### src/rtl/sipo_rx.sv
// rtl/sipo_rx.sv - serial-in parallel-out nibble receiver, LSB first, with valid/ready hand-off.
// Optional even-parity fifth bit enabled by defining SIPO_RX_PARITY_EN.
module sipo_rx (
  input  logic       clk,
  input  logic       rst,
  input  logic       en,
  input  logic       sin,
  input  logic       start,
  output logic [3:0] dout,
  output logic       valid,
  input  logic       ready,
  output logic       overrun,
  output logic       perr
);

`ifdef SIPO_RX_PARITY_EN
  localparam int FRAME = 5;
`else
  localparam int FRAME = 4;
`endif
  localparam logic [2:0] LAST = 3'(FRAME - 1);

  typedef enum logic {IDLE, SHIFT} state_t;

  state_t     state, state_nxt;
  logic [2:0] cnt, cnt_nxt, idx;
  logic [3:0] sr, sr_nxt, frame_data;
  logic       frame_perr, done;
`ifdef SIPO_RX_PARITY_EN
  logic       par, par_nxt;
`endif

  always_ff @(posedge clk) begin
    if (rst) begin
      state <= IDLE;
      cnt   <= 3'd0;
      sr    <= 4'd0;
`ifdef SIPO_RX_PARITY_EN
      par   <= 1'b0;
`endif
    end else begin
      state <= state_nxt;
      cnt   <= cnt_nxt;
      sr    <= sr_nxt;
`ifdef SIPO_RX_PARITY_EN
      par   <= par_nxt;
`endif
    end
  end

  // A qualified start restarts the frame at bit 0 regardless of how far we got.
  always_comb begin
    state_nxt  = state;
    cnt_nxt    = cnt;
    sr_nxt     = sr;
    done       = 1'b0;
    idx        = start ? 3'd0 : cnt;
`ifdef SIPO_RX_PARITY_EN
    par_nxt    = par;
`endif
    if (en) begin
`ifdef SIPO_RX_PARITY_EN
      if (idx < 3'd4) sr_nxt = {sin, sr[3:1]};
      par_nxt = (idx == 3'd0) ? sin : (par ^ sin);
`else
      sr_nxt = {sin, sr[3:1]};
`endif
      if (idx == LAST) begin
        done      = 1'b1;
        cnt_nxt   = 3'd0;
        state_nxt = IDLE;
      end else begin
        cnt_nxt   = idx + 3'd1;
        state_nxt = SHIFT;
      end
    end
`ifdef SIPO_RX_PARITY_EN
    frame_data = sr;
    frame_perr = par ^ sin;
`else
    frame_data = sr_nxt;
    frame_perr = 1'b0;
`endif
  end

  // A completed frame replaces dout only if the holding slot is free or draining.
  always_ff @(posedge clk) begin
    if (rst) begin
      dout    <= 4'd0;
      valid   <= 1'b0;
      overrun <= 1'b0;
      perr    <= 1'b0;
    end else if (done) begin
      if (!valid || ready) begin
        dout  <= frame_data;
        perr  <= frame_perr;
        valid <= 1'b1;
      end else begin
        overrun <= 1'b1;
      end
    end else if (valid && ready) begin
      valid <= 1'b0;
    end
  end

endmodule

### config.mk
export PLATFORM = sky130hd
export DESIGN_NAME = sipo_rx
export DESIGN_NICKNAME = d
export VERILOG_FILES = /design/src/rtl/sipo_rx.sv
export SDC_FILE = /design/constraint.sdc
export NUM_CORES = 1
export LEC_CHECK = 0
export ABC_CLOCK_PERIOD_IN_PS = 2280
export CAP_MARGIN = 15
export CORE_ASPECT_RATIO = 1.25
export CORE_MARGIN = 4
export CORE_UTILIZATION = 33
export DETAILED_ROUTE_END_ITERATION = 8
export HOLD_SLACK_MARGIN = 0.12
export PLACE_DENSITY = 0.69
export SETUP_SLACK_MARGIN = 0.4
export SYNTH_ARGS = -nofsm -noshare
export SYNTH_HDL_FRONTEND = slang
export SYNTH_SLANG_ARGS = --single-unit
### constraint.sdc
create_clock -name clk -period 2.28 [get_ports clk]
set_clock_uncertainty 0.15 [all_clocks]
set_input_delay 0.684 -clock clk [delete_from_list [all_inputs] [get_ports clk]]
set_output_delay 0.684 -clock clk [all_outputs]
set_load 0.02 [all_outputs]
After elaboration in Yosys (flattened, before gate mapping)

Cells that the tools add are included.

Add/sub/neg operators: 1
Eq/ne operators: 2
Mux-type cells: 8
Bitwise logic cells: 1
Reductions and logical operators: 7

Operators by type and width:

| cell                                                             | count |
|---|---|
| 3-bit 2-to-1 mux                                                 | 2 |
| 2-bit AND reduction                                              | 3 |
| 1-bit 2-to-1 mux                                                 | 5 |
| 4-bit 2-to-1 mux                                                 | 1 |
| 3-bit by 1-bit adder with 3-bit output (second input constant)   | 1 |
| 3-bit by 2-bit == test with 1-bit output (second input constant) | 1 |
| 2-bit by 1-bit != test with 1-bit output (second input constant) | 1 |
| 2-bit nonzero test                                               | 1 |
| 1-bit logical AND                                                | 1 |
| 1-bit logical NOT                                                | 1 |
| 1-bit logical OR                                                 | 1 |
| 1-bit NOT                                                        | 1 |

Bits in registers: 13
Input bits: 6
Output and inout port bits: 7
Logic and storage cells: 24

Logic depth before layout (Yosys ltp)

Gate-level depths: netlist of the first run.

Word-level depth: 6
Gate-level depth with buffers: 4

Worst setup path after synthesis of the first run

OpenSTA, ideal clock, no wires.

Path type: input to register
From: input port start
To: register dout[0]
Data arrival time: 1646 ps
Setup slack: 363 ps
Stages: 4
Buffers on the path: 0
Path through: and2b_1 -> ha_1 -> and4b_4 -> mux2_4

Word-level cells in the longest chain between the ends: 5

Ends and longest elaborated chain:

| what                                     | RTL line | source |
|---|---|---|
| start: declaration                       | 8        | `input logic start,` |
| 3-bit 2-to-1 mux                         | 57       | `idx = start ? 3'd0 : cnt;` |
| 3-bit by 2-bit == test with 1-bit output | 68       | `if (idx == LAST) begin` |
| 1-bit 2-to-1 mux                         | 68       |  |
| 1-bit 2-to-1 mux                         | 61       | `if (en) begin` |
| 2-bit AND reduction (no source line)     | --       |  |
| end signal: assignment                   | 95       | `dout <= frame_data;` |
| end: declaration                         | 9        | `output logic [3:0] dout,` |

Every way passes these cells.
A chain may end at the register's enable or synchronous reset.

==> impl_metrics.env, run 1 <==
export IMPL_dp_cells=77
export IMPL_start_util_pct=35.2
export IMPL_fillers=162
export IMPL_dr_first_iter_drc_count=4
export IMPL_fmax_mhz=554
export IMPL_path_cells="clkdlybuf4s50_1 -> nor2_1 -> mux2_4"
export IMPL_required_ns=2.29
export IMPL_hold_viol_final=0
export IMPL_clock_sinks=13
export IMPL_regToRegEndpoint="dout[3]$_SDFFE_PP0P_"
export IMPL_ys_types=19
export IMPL_wire_per_inst_um=10.6
export IMPL_clock_path_buffers=2
export IMPL_die_w_um=44.7
export IMPL_synth_cells=49
export IMPL_dpl_hpwl_um=645
export IMPL_gp_congestion=0.741
export IMPL_r2r_start="cnt[1]$_SDFFE_PP0P_"
export IMPL_mappedNetlistArea_um2=557
export IMPL_worst_slack_ns=0.475
export IMPL_wl_um=869
export IMPL_finalSetupViolCount=0
export IMPL_crit_slowest_cell="clkdlybuf4s50_1"
export IMPL_yosysSeqAreaShare_pct=46.7
export IMPL_cpPeakStageDelay_ns=0.73
export IMPL_io_pins=13
export IMPL_irDropWorstVdd_uv=280
export IMPL_finalMaxSlewViolations=0
export IMPL_cts_tree="done"
export IMPL_grt_pass1_vias=368
export IMPL_via_per_inst=4.56
export IMPL_setup_tns_ns=0
export IMPL_ys_warn_count=0
export IMPL_diodes=0
export IMPL_cts_buffers=3
export IMPL_grt_overflow=0
export IMPL_cp_max_fo=13
export IMPL_hp_class="reg -> reg"
export IMPL_antenna_found_initial=0
export IMPL_pre_cts_slack_ns=-0.175
export IMPL_grt_usage_pct=8.26
export IMPL_finalCritPeriodShare_pct=79.2
export IMPL_fin_cells=82
export IMPL_core_um2=1580
export IMPL_ys_ff_latch=13
export IMPL_syn_nets=56
export IMPL_hold_depth=2
export IMPL_rsz0062_at_grt="false"
export IMPL_post_dp_cell_area_um2=683
export IMPL_power_leakage_nw=0.335
export IMPL_rows=16
export IMPL_vias=374
export IMPL_cp_arrival_ns=1.81
export IMPL_grt_pass1_wl_um=1450
export IMPL_cts_htree_levels=1
export IMPL_grt_max_degree=14
export IMPL_whs_ns=0.328
export IMPL_rrSetupSlack_ns=0.77
export IMPL_finalPower_mw=0.401
export IMPL_clk_latency_ns=0.26
export IMPL_path_class="in -> reg"
export IMPL_drcViolationCount=0
export IMPL_dieArea_um2=2410
export IMPL_drv_cap=0
export IMPL_cp_end_kind="flop"
export IMPL_final_nets=72
export IMPL_status="complete, no violations"
export IMPL_io_buffers=11
export IMPL_drtAntennaViolNets=0
export IMPL_powerDensity_nw_per_um2=565
export IMPL_hp_start="overrun$_SDFFE_PP0P_"
export IMPL_final_util_pct=44.9
export IMPL_drive_gt1_share_pct=23.4
export IMPL_cts_clk_slew_worst_paths_ns=0.08
export IMPL_firstDrtPassIters=2
export IMPL_r2r_cells=4
export IMPL_worstSetupStartpointType="input port"
export IMPL_cts_root_buf="clkbuf_4"
export IMPL_avgSynthCellArea_um2=11.4
export IMPL_hold_path_end="overrun$_SDFFE_PP0P_"
export IMPL_min_period_ns=1.81
export IMPL_die_y_um=53.9
export IMPL_area_growth_pct=27.4
export IMPL_final_area_um2=709
[where the power goes]
group | switching (mW) | internal [mW]
Combinational | 0.0146 | 0.0161
Clock | 0.0697 | 0.0675
Sequential | 0.00185 | 0.231
Total | 0.0861 | 0.315
[layout make-up]
class	count	area (um^2)	share of cell area [%]
multi-input cells	33	275	38.8
flip-flops and latches	13	260	36.7
repair buffers	14	125	17.6
clock buffers	4	26.3	3.70
well taps	18	22.5	3.17
[placed cells by master, fill, tap and decap left out, types with 2 or more instances in the layout]
master / netlist / routed
buf_4: 1 / 2
dfxtp_1: 13 / 13
mux2_4: 4 / 4
clkbuf_4: 0 / 3
mux2i_1: 5 / 5
nor2b_1: 5 / 5
dlygate4sd2_1: 0 / 7
nor2_1: 8 / 8
clkdlybuf4s50_1: 0 / 2
[logic make-up (layout without fill, tap and decap cells)]
kind of cell             after synthesis  in the layout  share of synthesized area, %
AO/OA/AOI/OAI                          4              4                          4.94
adder cells (fa/ha/maj)                1              1                          2.25
buffers and inverters                  3             18                          4.27
flip-flops                            13             13                          46.7
multiplexers                           9              9                          19.8
other                                  1              1                         0.674
AND/OR/NAND/NOR                       18             18                          21.3
[worst max-delay path: cells and delay by family]
family | cells | cell delay [ns]
muxes | 1 | 0.27
buffers and inverters | 1 | 0.73
and+or+nand+nor | 1 | 0.12
[how the worst max path moves through the flow]
stage | end | slack, ns | from | cells past startpoint
floorplan | dout[0]$_SDFFE_PP0P_ | 0.37 | start | 4
global placement | dout[0]$_SDFFE_PP0P_ | -0.16 | start | 5
detailed placement | dout[0]$_SDFFE_PP0P_ | -0.17 | start | 5
CTS | dout[0]$_SDFFE_PP0P_ | 0.42 | start | 5
global route | dout[3]$_SDFFE_PP0P_ | 0.42 | rst | 3
finish | dout[3]$_SDFFE_PP0P_ | 0.47 | rst | 3
[layer usage]
metal  vias to the layer above  share of wire [%]  GRT usage, %
li1                        193                  -             -
met1                       170                 49          10.5
met2                        11                 42          12.4
met3                         0                8.9          3.34
met4                         0                  0          3.02
met5                         -                  0             0
[synth_stat cells]
cell type	count	area, um^2
ha_1	1	12.5
and2b_1	1	7.51
buf_6	1	11.3
mux2_4	4	60.1
nor2b_1	5	31.3
conb_1	1	3.75
buf_2	1	5.00
nor2b_4	1	13.8
a211oi_1	1	7.51
and3b_1	1	8.76
dfxtp_1	13	260
buf_4	1	7.51
nand2b_4	1	13.8
nor2_1	8	30.0
o21ai_0	1	5.00
a41oi_1	1	8.76
and4b_4	1	13.8
mux2i_1	5	50.1
a31oi_1	1	6.26
[flip-flops by register name, summed over array words and instances (netlist names)]
name,flops
overrun,1
sr,4
cnt,3
valid,1
dout,4
[repair_timing]
action / 4_1_cts / 5_1_grt
endpoints found under the hold margin: 0 / 0
gates resized for setup: 10 / 3
pin swaps: 2 / 0
hold buffers: 0 / 0
setup endpoints to repair: 10 / 4
buffers inserted: 1 / 0
Note: power is estimated with default switching activity, not from simulation.
==> run 2, diff against run 1 <==
Settings changed: ABC_CLOCK_PERIOD_IN_PS 2280 to 1650, PLACE_DENSITY 0.69 to 0.71.
Clock period 2.28 ns to 1.65 ns, I/O delays scaled along.
==> run 2 against run 1 <==
  * Sequential cell count unchanged
  * Hold slack improved by 0.013 ns
  * Final area increased by 11%
  * Count of clock-buffer cells in the layout unchanged
  * Register-to-register slack got worse by 0.64 ns
  * Critical endpoint is now dout[0]$_SDFFE_PP0P_
  * Global-route usage increased by 1.9 points
==> impl_metrics.env, run 2 (synthesis gave the netlist of run 1 again) <==
export IMPL_status="complete, no violations"
export IMPL_cts_buffers=3
export IMPL_reg_largest_list="dout: 4 flops, sr: 4 flops, cnt: 3 flops"
export IMPL_finalCritPeriodShare_pct=94.8
export IMPL_powerDensity_nw_per_um2=723
export IMPL_drive_gt1_share_pct=47.1
export IMPL_routed_wl_met2_um=488
export IMPL_drtAntennaViolNets=0
export IMPL_area_growth_pct=40.9
export IMPL_core_um2=1580
export IMPL_die_w_um=44.7
export IMPL_grt_max_degree=10
export IMPL_power_leakage_nw=0.342
export IMPL_finalSetupViolCount=0
export IMPL_vias=401
export IMPL_firstDrtPassIters=2
export IMPL_irDropWorstVdd_uv=424
export IMPL_cp_max_fo=4
export IMPL_dr_first_iter_drc_count=2
export IMPL_io_buffers=11
export IMPL_multi_input_area_um2=294
export IMPL_top_layer_used="met3"
export IMPL_hp_class="reg -> reg"
export IMPL_antenna_found_initial=0
export IMPL_m1WireLength_um=470
export IMPL_cts_tree="done"
export IMPL_clock_path_buffers=2
export IMPL_rsz0062_at_grt="true"
export IMPL_dieArea_um2=2410
export IMPL_dp_cells=80
export IMPL_diodes=0
export IMPL_final_cell_mix="8 x nor2_1, 8 x dfxtp_1, 7 x buf_6"
export IMPL_fin_cells=86
export IMPL_wire_per_inst_um=11.7
export IMPL_finalMaxSlewViolations=0
export IMPL_final_nets=76
export IMPL_grt_pass1_vias=431
export IMPL_cp_end_kind="flop"
export IMPL_hold_viol_final=0
export IMPL_post_dp_cell_area_um2=716
export IMPL_required_ns=1.66
export IMPL_dr_wl_met3_um=51
export IMPL_regArea_um2=267
export IMPL_grt_usage_pct=10.1
export IMPL_dpl_hpwl_um=730
export IMPL_startpoint="start"
export IMPL_regToRegEndpoint="dout[0]$_SDFFE_PP0P_"
export IMPL_drv_cap=0
export IMPL_setup_tns_ns=0
export IMPL_grt_pass1_wl_um=1750
export IMPL_drcViolationCount=0
export IMPL_via_per_inst=4.66
export IMPL_fillers=143
export IMPL_fmax_mhz=639
export IMPL_clk_latency_ns=0.27
export IMPL_cts_root_buf="clkbuf_4"
export IMPL_worstSetupStartpointType="input port"
export IMPL_gp_congestion=0.741
export IMPL_wl_um=1010
export IMPL_io_pins=13
export IMPL_cts_htree_levels=1
export IMPL_final_area_um2=785
export IMPL_cts_clk_slew_worst_paths_ns=0.08
export IMPL_cts_hold_buf=0
export IMPL_r2r_cells=4
export IMPL_rrSetupSlack_ns=0.13
export IMPL_clock_sinks=13
export IMPL_rows=16
export IMPL_min_period_ns=1.56
export IMPL_cp_arrival_ns=1.57
export IMPL_r2r_start="cnt[1]$_SDFFE_PP0P_"
export IMPL_crit_end="dout[0]$_SDFFE_PP0P_"
export IMPL_die_y_um=53.9
export IMPL_grt_overflow=0
export IMPL_path_class="in -> reg"
export IMPL_final_util_pct=49.6
export IMPL_start_util_pct=35.2
==> run 2: changes by cell type in the layout (fill, tap and decap cells not counted), moves of 4 or more <==
cell	delta
dfxtp_2	+5
dlygate4sd2_1	-4
dfxtp_1	-5
buf_6	+6
buf_4	+4
==> run 2: worst min path at each step <==
| stage | startpoint | to | slack, ns | cells after the start |
|---|---|---|---|---|
| finish | overrun$_SDFFE_PP0P_ | overrun$_SDFFE_PP0P_ | 0.34 | 2 |
| global route | cnt[0]$_SDFFE_PP0P_ | cnt[0]$_SDFFE_PP0P_ | 0.38 | 2 |
| CTS | cnt[0]$_SDFFE_PP0P_ | cnt[0]$_SDFFE_PP0P_ | 0.34 | 2 |
| detailed placement | overrun$_SDFFE_PP0P_ | overrun$_SDFFE_PP0P_ | 0.33 | 2 |
| global placement | overrun$_SDFFE_PP0P_ | overrun$_SDFFE_PP0P_ | 0.31 | 2 |
| floorplan | cnt[0]$_SDFFE_PP0P_ | cnt[0]$_SDFFE_PP0P_ | 0.31 | 2 |
==> run 2: layer usage <==
metal	track usage, %	vias up
met5	0	-
met4	4.52	0
met3	3.01	0
met2	17.0	10
met1	11.7	189
li1	-	202
==> run 2: metrics by stage <==
step / power, mW / worst slack [ns] / hold WS (ns)
global route: 0.595 / 0.0780 / 0.382
CTS: 0.575 / 0.0859 / 0.342
floorplan: 0.357 / -0.0506 / 0.310
global placement: 0.376 / -0.583 / 0.310
finish: 0.567 / 0.0858 / 0.341
detailed placement: 0.377 / -0.612 / 0.328
==> run 2: timing repair <==
item                                    CTS  global route
pin swaps                                 2             1
setup buffers                             1             1
resized for setup                        53             2
endpoints found under the setup margin   19            12
==> run 2: final cells by class <==
class / instances / area share, %
Timing Repair Buffer: 18 / 22.3
Multi-Input combinational cell: 33 / 37.5
Clock buffer: 4 / 3.35
Tap cell: 18 / 2.87
Sequential cell: 13 / 34.0
==> run 2: power by group <==
group / switching (mW) / leakage (nW) / internal [mW]
registers: 0.00292 / 0.108 / 0.319
clock network: 0.101 / 0.0150 / 0.0935
logic: 0.0230 / 0.219 / 0.0279
==> run 2: critical path, cell delays in order <==
cell	delay [ns]
buf_8	0.10
and2b_2	0.23
ha_4	0.15
and4b_4	0.29
mux2_4	0.31
==> run 3, diff against run 2 <==
--- a/constraint.sdc
+++ b/constraint.sdc
@@ -4,2 +4,2 @@
 set_output_delay 0.495 -clock clk [all_outputs]
-set_load 0.02 [all_outputs]
+set_load 0.005 [all_outputs]
==> run 3 against run 2 <==
  * Critical path depth unchanged
  * Largest cell class unchanged
  * Final cell count unchanged
  * Die area unchanged
  * Largest power group unchanged
  * First-iteration DRC count unchanged
  * Critical endpoint unchanged
  * Non-clock buffer count unchanged
  * Combinational power decreased by 3%
==> impl_metrics.env, run 3 (synthesis gave the netlist of run 1 again) <==
export IMPL_status="complete, no violations"
export IMPL_r2r_start="cnt[1]$_SDFFE_PP0P_"
export IMPL_required_ns=1.66
export IMPL_wl_um=1010
export IMPL_die_w_um=44.7
export IMPL_hold_viol_final=0
export IMPL_start_util_pct=35.2
export IMPL_clock_path_buffers=2
export IMPL_drive_gt1_share_pct=45.6
export IMPL_cts_clk_slew_worst_paths_ns=0.08
export IMPL_grt_max_degree=10
export IMPL_cp_num_buf_inv=1
export IMPL_rrSetupSlack_ns=0.13
export IMPL_crit_family="simple AND/OR/NAND/NOR gates"
export IMPL_gp_congestion=0.741
export IMPL_firstDrtPassIters=2
export IMPL_final_cell_mix="8 x nor2_1, 8 x dfxtp_1, 6 x buf_4"
export IMPL_setup_tns_ns=0
export IMPL_cpPeakStageDelay_ns=0.31
export IMPL_worstSetupStartpointType="input port"
export IMPL_area_growth_pct=36.0
export IMPL_grt_pass1_wl_um=1730
export IMPL_post_dp_cell_area_um2=716
export IMPL_wire_per_inst_um=11.7
export IMPL_grt_overflow=0
export IMPL_drtAntennaViolNets=0
export IMPL_die_y_um=53.9
export IMPL_finalMaxSlewViolations=0
export IMPL_crit_end="dout[0]$_SDFFE_PP0P_"
export IMPL_dieArea_um2=2410
export IMPL_irDropWorstVdd_uv=421
export IMPL_io_buffers=11
export IMPL_min_period_ns=1.56
export IMPL_cts_buffers=3
export IMPL_reg_largest_list="dout: 4 flops, sr: 4 flops, cnt: 3 flops"
export IMPL_power_leakage_nw=0.341
export IMPL_fillers=149
export IMPL_rows=16
export IMPL_core_um2=1580
export IMPL_hp_class="reg -> reg"
export IMPL_path_depth=5
export IMPL_cp_end_kind="flop"
export IMPL_grt_pass1_vias=426
export IMPL_finalPower_mw=0.566
export IMPL_cts_htree_levels=1
export IMPL_clock_sinks=13
export IMPL_cp_max_fo=4
export IMPL_drcViolationCount=0
export IMPL_path_cells="buf_8 -> and2b_2 -> ha_4 -> and4b_4 -> mux2_4"
export IMPL_io_pins=13
export IMPL_finalSetupViolCount=0
export IMPL_powerDensity_nw_per_um2=747
export IMPL_clk_latency_ns=0.27
export IMPL_startpoint="start"
export IMPL_dpl_hpwl_um=730
export IMPL_path_class="in -> reg"
export IMPL_fmax_mhz=639
export IMPL_grt_usage_pct=9.99
export IMPL_cp_arrival_ns=1.57
export IMPL_drv_cap=0
export IMPL_via_per_inst=4.69
export IMPL_regToRegEndpoint="dout[0]$_SDFFE_PP0P_"
export IMPL_antenna_found_initial=0
export IMPL_final_area_um2=757
export IMPL_crit_slowest_cell="mux2_4"
export IMPL_dr_first_iter_drc_count=2
export IMPL_diodes=0
export IMPL_cts_root_buf="clkbuf_4"
export IMPL_vias=403
export IMPL_final_nets=76
export IMPL_rsz0062_at_grt="true"
export IMPL_r2r_cells=4
export IMPL_finalCritPeriodShare_pct=94.8
export IMPL_cts_tree="done"
[run 3: changes by cell type in the layout (fill, tap and decap cells not counted), sizes merged]
cell / delta
dlygate4sd2: +1
buf: -2
clkbuf: +1
[run 3: how the worst min path moves through the flow]
stage / from / to / slack [ns] / cells after the start
finish: overrun$_SDFFE_PP0P_ / overrun$_SDFFE_PP0P_ / 0.34 / 2
global route: cnt[0]$_SDFFE_PP0P_ / cnt[0]$_SDFFE_PP0P_ / 0.38 / 2
CTS: overrun$_SDFFE_PP0P_ / overrun$_SDFFE_PP0P_ / 0.33 / 2
detailed placement: overrun$_SDFFE_PP0P_ / overrun$_SDFFE_PP0P_ / 0.33 / 2
global placement: overrun$_SDFFE_PP0P_ / overrun$_SDFFE_PP0P_ / 0.31 / 2
floorplan: cnt[0]$_SDFFE_PP0P_ / cnt[0]$_SDFFE_PP0P_ / 0.31 / 2
[run 3: worst reg2reg max path: cells and delay by family, from the launching register on]
family | cells | cell delay [ns]
AND/OR/NAND/NOR | 2 | 0.46
flip-flops | 1 | 0.34
multiplexers | 1 | 0.31
adder cells (fa/ha/maj) | 1 | 0.16
[run 3: cell type report]
cell class                 count  area (um^2)  share of cell area (%)
clock buffer                   4         26.3                    3.47
tap                           18         22.5                    2.98
sequential                    13          267                    35.2
multi-input combinational     33          294                    38.8
timing repair buffer          18          148                    19.5
[run 3: what timing repair did]
action | 4_1_cts | 5_1_grt
resized for setup | 35 | 5
pin swaps | 2 | 1
setup buffers | 1 | 1
endpoints found under the setup margin | 19 | 12
hold buffers | 0 | 0
[run 3: per-layer routing]
layer,wire (um),part of all wire (%),vias to the layer above,GRT usage [%]
li1,-,-,203,-
met1,475,47,190,11.5
met2,483,48,10,16.7
met3,48,4.8,0,3.01
met4,0,0,0,4.52
met5,0,0,-,0
[run 3: power breakdown]
group          internal, mW  total, mW  switching, mW
sequential            0.319      0.322        0.00290
clock                0.0935      0.194          0.101
combinational        0.0278     0.0492         0.0214
[run 3: through the flow]
| stage | hold WS [ns] | std cells | worst slack, ns | utilization, % |
|---|---|---|---|---|
| floorplan | 0.310 | 49 | -0.0506 | - |
| global placement | 0.310 | 80 | -0.583 | 45.3 |
| detailed placement | 0.328 | 80 | -0.612 | 45.3 |
| CTS | 0.328 | 85 | 0.0859 | 46.8 |
| global route | 0.382 | 86 | 0.0780 | 47.9 |
| finish | 0.341 | 86 | 0.0859 | 47.9 |
